## config.mk

```make
export PLATFORM = sky130hd
export DESIGN_NAME = mem_ctrl
export DESIGN_NICKNAME = d
export VERILOG_FILES = /design/src/rtl/mem_ctrl.sv
export SDC_FILE = /design/constraint.sdc
export NUM_CORES = 1
export LEC_CHECK = 0
export ABC_AREA = 1
export BUFFER_PORTS_ARGS = -buffer_cell sky130_fd_sc_hd__buf_2
export CAP_MARGIN = 20
export CORE_UTILIZATION = 30
export DETAILED_ROUTE_END_ITERATION = 10
export GPL_ROUTABILITY_DRIVEN = 0
export SYNTH_ARGS = -nofsm -noshare
export SYNTH_HDL_FRONTEND = slang
export SYNTH_SLANG_ARGS = --single-unit
```

## constraint.sdc

```tcl
create_clock -name clk -period 4.4 [get_ports clk]
set_input_delay 1.32 -clock clk [delete_from_list [all_inputs] [get_ports clk]]
set_output_delay 1.32 -clock clk [all_outputs]
set_load 0.02 [all_outputs]
```

## src/rtl/mem_ctrl.sv

```systemverilog
// mem_ctrl: arbitrates a single byte-wide RAM port between an instruction
// fetch requester and a data load/store requester, one transaction at a time.
//   clk, rst            : clock, synchronous active-high reset
//   if_*                : fetch request/address/flush in, done pulse + instruction out
//   dm_*                : data request (load/store, width, sign, address, wdata) in,
//                         done pulse + load result out
//   ram_*               : byte address, write strobe, write byte out; read byte in
//                         (read byte valid one cycle after its address)
module mem_ctrl (
  input  logic        clk,
  input  logic        rst,
  input  logic        if_req_i,
  input  logic [31:0] if_addr_i,
  input  logic        if_flush_i,
  output logic        if_done_o,
  output logic [31:0] if_inst_o,
  input  logic        dm_req_i,
  input  logic        dm_we_i,
  input  logic [1:0]  dm_width_i,
  input  logic        dm_signed_i,
  input  logic [31:0] dm_addr_i,
  input  logic [31:0] dm_wdata_i,
  output logic        dm_done_o,
  output logic [31:0] dm_rdata_o,
  output logic [31:0] ram_addr_o,
  output logic        ram_wr_o,
  output logic [7:0]  ram_dout_o,
  input  logic [7:0]  ram_din_i
);

  typedef enum logic [1:0] {IDLE, IF_RD, DM_RD, DM_WR} state_t;

  state_t      state, state_nxt;
  logic [2:0]  cnt;        // byte slot of the current transaction
  logic [2:0]  nbytes;     // bytes in the current transaction (1/2/4)
  logic [1:0]  width;
  logic        sgn;
  logic [23:0] rbuf;       // bytes 0..2 captured so far
  logic [23:0] wbuf;       // store bytes 1..3 still to be written

  logic        accept_dm, accept_if, rd_last, wr_last, abort;
  logic [2:0]  dm_bytes;
  logic [31:0] load_val;

  always_comb begin
    case (dm_width_i)
      2'b00:   dm_bytes = 3'd1;
      2'b01:   dm_bytes = 3'd2;
      default: dm_bytes = 3'd4;
    endcase
  end

  // Final load value: the last byte arrives on ram_din_i in the completing
  // cycle, so it is merged here rather than taken from rbuf.
  always_comb begin
    case (width)
      2'b00:   load_val = {{24{sgn & ram_din_i[7]}}, ram_din_i};
      2'b01:   load_val = {{16{sgn & ram_din_i[7]}}, ram_din_i, rbuf[7:0]};
      default: load_val = {ram_din_i, rbuf};
    endcase
  end

  always_ff @(posedge clk) begin
    if (rst) state <= IDLE;
    else     state <= state_nxt;
  end

  // Reads stay busy for N+1 cycles (N address slots plus one for the last
  // byte to come back); writes for N cycles.
  always_comb begin
    state_nxt = state;
    accept_dm = 1'b0;
    accept_if = 1'b0;
    rd_last   = 1'b0;
    wr_last   = 1'b0;
    abort     = 1'b0;
    case (state)
      IDLE: begin
        if (dm_req_i) begin
          accept_dm = 1'b1;
          state_nxt = dm_we_i ? DM_WR : DM_RD;
        end else if (if_req_i && !if_flush_i) begin
          accept_if = 1'b1;
          state_nxt = IF_RD;
        end
      end
      IF_RD: begin
        if (if_flush_i) begin
          abort     = 1'b1;
          state_nxt = IDLE;
        end else if (cnt == nbytes) begin
          rd_last   = 1'b1;
          state_nxt = IDLE;
        end
      end
      DM_RD: begin
        if (cnt == nbytes) begin
          rd_last   = 1'b1;
          state_nxt = IDLE;
        end
      end
      DM_WR: begin
        if (cnt == nbytes - 3'd1) begin
          wr_last   = 1'b1;
          state_nxt = IDLE;
        end
      end
      default: state_nxt = IDLE;
    endcase
  end

  always_ff @(posedge clk) begin
    if (rst) begin
      cnt        <= 3'd0;
      nbytes     <= 3'd0;
      width      <= 2'd0;
      sgn        <= 1'b0;
      rbuf       <= 24'd0;
      wbuf       <= 24'd0;
      if_done_o  <= 1'b0;
      dm_done_o  <= 1'b0;
      if_inst_o  <= 32'd0;
      dm_rdata_o <= 32'd0;
      ram_addr_o <= 32'd0;
      ram_wr_o   <= 1'b0;
      ram_dout_o <= 8'd0;
    end else begin
      if_done_o <= 1'b0;
      dm_done_o <= 1'b0;
      ram_wr_o  <= 1'b0;
      if (accept_dm || accept_if) begin
        cnt        <= 3'd0;
        ram_addr_o <= accept_dm ? dm_addr_i : if_addr_i;
        nbytes     <= accept_dm ? dm_bytes : 3'd4;
        width      <= accept_dm ? dm_width_i : 2'b10;
        sgn        <= accept_dm & dm_signed_i;
        if (accept_dm && dm_we_i) begin
          ram_wr_o   <= 1'b1;
          ram_dout_o <= dm_wdata_i[7:0];
          wbuf       <= dm_wdata_i[31:8];
        end
      end else if (state != IDLE) begin
        cnt <= cnt + 3'd1;
        // Address stops at the last byte and then holds while idle.
        if (!abort && (cnt < nbytes - 3'd1))
          ram_addr_o <= ram_addr_o + 32'd1;
        if (state == DM_WR) begin
          if (wr_last) begin
            dm_done_o <= 1'b1;
          end else begin
            ram_wr_o   <= 1'b1;
            ram_dout_o <= wbuf[7:0];
            wbuf       <= {8'd0, wbuf[23:8]};
          end
        end else begin
          // Byte cnt-1 is on ram_din_i while cnt is in 1..N.
          case (cnt)
            3'd1:    rbuf[7:0]   <= ram_din_i;
            3'd2:    rbuf[15:8]  <= ram_din_i;
            3'd3:    rbuf[23:16] <= ram_din_i;
            default: ;
          endcase
          if (rd_last) begin
            if (state == IF_RD) begin
              if_inst_o <= {ram_din_i, rbuf};
              if_done_o <= 1'b1;
            end else begin
              dm_rdata_o <= load_val;
              dm_done_o  <= 1'b1;
            end
          end
        end
      end
    end
  end

endmodule

```

; After elaboration in Yosys (flattened, before gate mapping)
; Cells that the tools add are included.
[op_classes]
n_lt_le_gt_ge = 1
addsub = 3
reduce_logical = 24
bitwise_logic = 7
n_mux = 47
n_eq_ne = 14
[op_table]
columns = operator, count
row1 = $mux W32, 4
row2 = $mux W24, 5
row3 = $pmux W32 S2, 1
row4 = $mux W8, 5
row5 = $add A32 B1 Y32 const B, 1
row6 = $mux W1, 22
row7 = $reduce_and A4 Y1, 4
row8 = $mux W2, 6
row9 = $reduce_and A5 Y1, 2
row10 = $pmux W2 S4, 1
row11 = $reduce_bool A2 Y1, 4
row12 = $eq A2 B1 Y1 const B, 3
row13 = $eq A3 B2 Y1 const B, 2
row14 = $eq A3 B3 Y1, 2
row15 = $logic_not A2 Y1, 3
row16 = $pmux W3 S2, 1
row17 = $not A1 Y1, 5
row18 = $reduce_or A5 Y1, 1
row19 = $eq A2 B2 Y1 const B, 2
row20 = $ne A2 B1 Y1 const B, 2
row21 = $reduce_and A2 Y1, 2
row22 = $add A3 B1 Y3 const B, 1
row23 = $eq A3 B1 Y1 const B, 1
row24 = $logic_and A1 B1 Y1, 3
row25 = other kinds (11), 13
[word_totals]
elab_cells = 112
output_inout_bits = 107
ff_bits = 166

; Logic depth before layout (Yosys ltp)
[logic_depth]
ltp_word = 8
depth_mapped = 12
mapped_depth_nobuf = 12

; Worst setup path before layout
; OpenSTA, ideal clock, no wires.
[synth_path]
path_kind = input-to-reg
startpoint = input port if_flush_i
endpoint = register ram_addr_o[1]
stages = 9
t_arrival_ns = 2.212
setup_ns = 0.116
required_time_ns = 4.284
n_path_buf = 1
path_slack_ns = 2.072
cell_sequence = inv_1 -> nand2_1 -> nand2_2 -> nand2_4 -> inv_4 -> nor2_4 -> inv_2 -> buf_4 -> o211a_1
[synth_via]
elab_chain_len = 8
elab_cells_between_ends = 14
cone_classes = 6 x mux / 8 x reduce/logical
[synth_lines]
columns = element, line
row1 = start: declaration, 14  ; input logic if_flush_i,
row2 = $logic_not A1 Y1, 82  ; end else if (if_req_i && !if_flush_i) begin
row3 = $logic_and A1 B1 Y1, 82
row4 = $mux W1, 82
row5 = $mux W1, 79  ; if (dm_req_i) begin
row6 = $mux W1, 77  ; case (state)
row7 = $logic_or A1 B1 Y1, 131  ; if (accept_dm || accept_if) begin
row8 = $reduce_bool A2 Y1 (no source line), --
row9 = $reduce_and A2 Y1 (no source line), --
row10 = end signal: assignment, 133  ; ram_addr_o <= accept_dm ? dm_addr_i : if_addr_i;
row11 = end signal: assignment, 146  ; ram_addr_o <= ram_addr_o + 32'd1;
row12 = end: declaration, 25  ; output logic [31:0] ram_addr_o,
; Several ways; a longest one is shown, not always the timed one.
; A chain may end at the register's enable or synchronous reset.

; Worst setup path in the final report
[layout_path]
startpoint = input port dm_req_i
endpoint = register ram_dout_o[5]
[layout_via]
elab_chain_len = 5
elab_cells_between_ends = 12
cone_classes = 2 x eq/ne / 5 x mux / 5 x reduce/logical
[layout_lines]
columns = element, line
row1 = start: declaration, 17  ; input logic dm_req_i,
row2 = $mux W1, 79
row3 = $mux W1, 77
row4 = $logic_or A1 B1 Y1 or $logic_and A1 B1 Y1 (tied branches), "131, 137"
row5 = $ne A2 B1 Y1 (no source line) or $reduce_bool A2 Y1 (tied branches), --
row6 = $reduce_and A4 Y1 (no source line), --
row7 = end signal: assignment, 139  ; ram_dout_o <= dm_wdata_i[7:0];
row8 = end signal: assignment, 152  ; ram_dout_o <= wbuf[7:0];
row9 = end: declaration, 27  ; output logic [7:0] ram_dout_o,
; Several ways; a longest one is shown, not always the timed one.

==> parameters.txt <==
Parameter                              Value

Synth
  Number of instances in the synthesized netlist ... 1276
  Per-instance average area after synthesis ... 6.50 um2
  Warning count from the yosys run ... 0
  Flop and latch count out of synthesis ... 166
  Post-Synthesis Net Count ... 1402
  Synth cell types ... 39
  Number of enable-type register cells in the synthesized netlist ... 0
  Share of flip-flops with an asynchronous set or reset after synthesis ... 0%
  Share of the yosys chip area belonging to registers ... 40.1%
  Commonest register cell after synthesis ... sky130_fd_sc_hd__dfxtp_1
  Combined area of all synthesized cells ... 8290 um2

CTS
  Number of buffers created by CTS ... 17
  Total number of clock tree sinks ... 166
  # resized after CTS ... 0
  Clock transition at the registers of the reported paths ... 70 ps
  Hold bufs inserted after CTS ... 0
  CTS HTree Levels ... 4
  Clock Tree Root ... sky130_fd_sc_hd__clkbuf_16
  Clock latency at the later pin of the worst-skew pair ... 430 ps
  Postcts setup bufs ... 0
  TritonCTS clock tree ... done
  Maximum buffer depth of the clock tree ... 2

Timing
  Number of endpoints with negative hold slack in the final report ... 0
  Max Transition Viols Final ... 0
  Slew @ Worst Pin ... 777 ps
  Share of the cycle needed by the critical path after routing ... 66.5%
  Sum of negative setup slack ... 0 ps
  Maximum clock skew at final layout ... 13.1 ps
  Relative slew slack ... 48.2%
  Worst-case setup margin in the final layout ... 1470 ps
  RSZ-0062 raised after global routing ... no
  Final setup violation count ... 0
  Max Clock Freq ... 342 MHz
  Post-layout min period ... 2930 ps

Drt
  Detailed-router iteration count before antenna repair ... 5
  Routed Antenna Nets ... 0
  Wire length after detailed routing ... 26.2 mm
  WL per Instance ... 14.4 um
  Via-per-instance ratio ... 4.74
  First-iteration detailed-routing DRC count ... 622
  Via count of the routed design ... 8602
  Count of unresolved DRC violations after routing ... 0

Pwr
  Maximum VDD drop ... 0.000225 V
  Power Density ... 391 nW/um2
  Leakage dissipation ... 0.00478 uW

Critical path
  Critical Path Start Type ... input pin
  Worst setup path category ... in2reg
  Data arrival, critical path ... 3280 ps
  Highest net fanout along the worst path ... 48
  Required time of the critical path ... 4760 ps
  Worst Setup End Kind ... register

Floorplanning
  Number of I/O pins ... 220
  Y dimension of the die ... 168 um
  Row cnt ... 60
  Initial standard-cell utilization of the core ... 30.7%
  Core box area ... 27000 um2
  Horizontal die dimension ... 168 um
  Die Footprint ... 28300 um2

Global route
  Number of global-route vias before repair ... 8133
  Global-route wire length before repair ... 41.9 mm
  Largest net degree at the start of global routing ... 73
  Aggregate global routing overflow ... 0
  Number of antenna violations at the first check in global routing ... 1
  All-layer global routing usage ... 18.7%

Job
  MaxCap Viol Count ... 0

Layout
  Fraction of layout instances using a drive strength above 1 ... 19.4%
  Area added between synthesis and finish ... 22.0%
  Leading cell types in the layout, fill and taps excluded ... 406 x sky130_fd_sc_hd__nand2_1, 219 x sky130_fd_sc_hd__buf_2, 208 x sky130_fd_sc_hd__nor2_1, 166 x sky130_fd_sc_hd__dfxtp_1, 97 x sky130_fd_sc_hd__inv_1
  # nets final ... 1584
  Most common cell after layout, fill and taps aside ... sky130_fd_sc_hd__nand2_1

Placement
  Count of input and output buffers ... 219
  Dpl ws ... 1070 ps
  Detailed Place HPWL ... 18.7 mm

Run status
  Run status ... finished clean

Hold path
  Type of the worst min-delay path ... reg2reg
where the power goes:
part	internal (uW)	switching, uW
Combinational	263	547
Clock	738	686
Sequential	1600	118
through the flow:
stage,hold WS [ps],util [%],power [uW],area [um2],std cells
after floorplan,439,-,2290,8290,1276
after global placement,450,35.4,2550,9560,1779
after detailed placement,456,35.4,2560,9560,1779
after CTS,467,37.4,4000,10100,1811
after global routing,487,37.4,4170,10100,1812
final,462,37.4,3950,10100,1813
logic make-up (layout without fill, tap and decap cells):
family | after synthesis | count (layout) | share of synthesized area (%)
buf+inv | 172 | 367 | 8.88
fa+ha+maj | 13 | 13 | 1.96
simple gates | 683 | 683 | 32.9
compound gates | 234 | 234 | 15.3
flops | 166 | 166 | 40.1
other cells | 0 | 1 | 0
xor+xnor | 8 | 8 | 0.845
cell type report:
class	instances	area [um2]
clock buffer	18	429
tap	341	427
timing repair buffer	229	1180
sequential	166	3320
multi-input combinational	938	4230
fill	2957	16900
clock inverter	14	115
antenna	1	2.50
inverter	106	400
worst max-delay path, stage by stage:
cell                      delay, ps
sky130_fd_sc_hd__buf_2          300
sky130_fd_sc_hd__nand2_4        300
sky130_fd_sc_hd__inv_2          420
sky130_fd_sc_hd__nand2_1        150
sky130_fd_sc_hd__nand2_2        110
sky130_fd_sc_hd__buf_4          360
sky130_fd_sc_hd__o21ai_0        130
sky130_fd_sc_hd__a31oi_1        170
metal layers:
metal / wire length [um] / track usage, %
met1: 12300 / 24.3
met2: 12300 / 31.7
met3: 1390 / 3.64
met4: 261 / 4.43
met5: 0 / 0
cells in the mapped netlist (4+ instances only):
cell type | count | area share, %
sky130_fd_sc_hd__ha_1 | 13 | 2.0
sky130_fd_sc_hd__buf_4 | 15 | 1.4
sky130_fd_sc_hd__clkbuf_1 | 34 | 1.5
sky130_fd_sc_hd__o21ai_0 | 65 | 3.9
sky130_fd_sc_hd__a21oi_1 | 86 | 5.2
sky130_fd_sc_hd__nor2_1 | 208 | 9.4
sky130_fd_sc_hd__nand4_1 | 4 | 0.30
sky130_fd_sc_hd__o22ai_1 | 15 | 1.1
sky130_fd_sc_hd__a31oi_1 | 31 | 2.3
sky130_fd_sc_hd__nor3_1 | 6 | 0.36
sky130_fd_sc_hd__xor2_1 | 7 | 0.74
sky130_fd_sc_hd__o221ai_1 | 8 | 0.85
sky130_fd_sc_hd__buf_2 | 13 | 0.78
sky130_fd_sc_hd__dfxtp_1 | 166 | 40
sky130_fd_sc_hd__inv_2 | 6 | 0.27
sky130_fd_sc_hd__inv_1 | 98 | 4.4
sky130_fd_sc_hd__nand3b_1 | 4 | 0.36
sky130_fd_sc_hd__o21ai_1 | 25 | 1.5
sky130_fd_sc_hd__nand3_1 | 33 | 2.0
sky130_fd_sc_hd__nor2_2 | 6 | 0.45
sky130_fd_sc_hd__nand2_1 | 406 | 18
registers in the layout, summed over array words and instances, names as in the netlist:
signal,count
if_done_o,1
rbuf,24
sgn,1
cnt,3
ram_wr_o,1
width,2
nbytes,3
dm_done_o,1
dm_rdata_o,32
wbuf,24
if_inst_o,32
ram_addr_o,32
state,2
ram_dout_o,8
worst paths after layout:
path | endpoint | depth (start not counted) | from | slack (ps)
worst max-delay path | ram_dout_o[5]$_SDFFE_PP0P_ | 8 | dm_req_i | 1470
worst min-delay path | dm_rdata_o[14]$_SDFFE_PP0P_ | 2 | dm_rdata_o[14]$_SDFFE_PP0P_ | 460
worst max register to register | ram_dout_o[5]$_SDFFE_PP0P_ | 9 | state[0]$_SDFFE_PP0P_ | 1600
worst min register to register | dm_rdata_o[14]$_SDFFE_PP0P_ | 2 | dm_rdata_o[14]$_SDFFE_PP0P_ | 460
(Power assumes the default switching activity.)
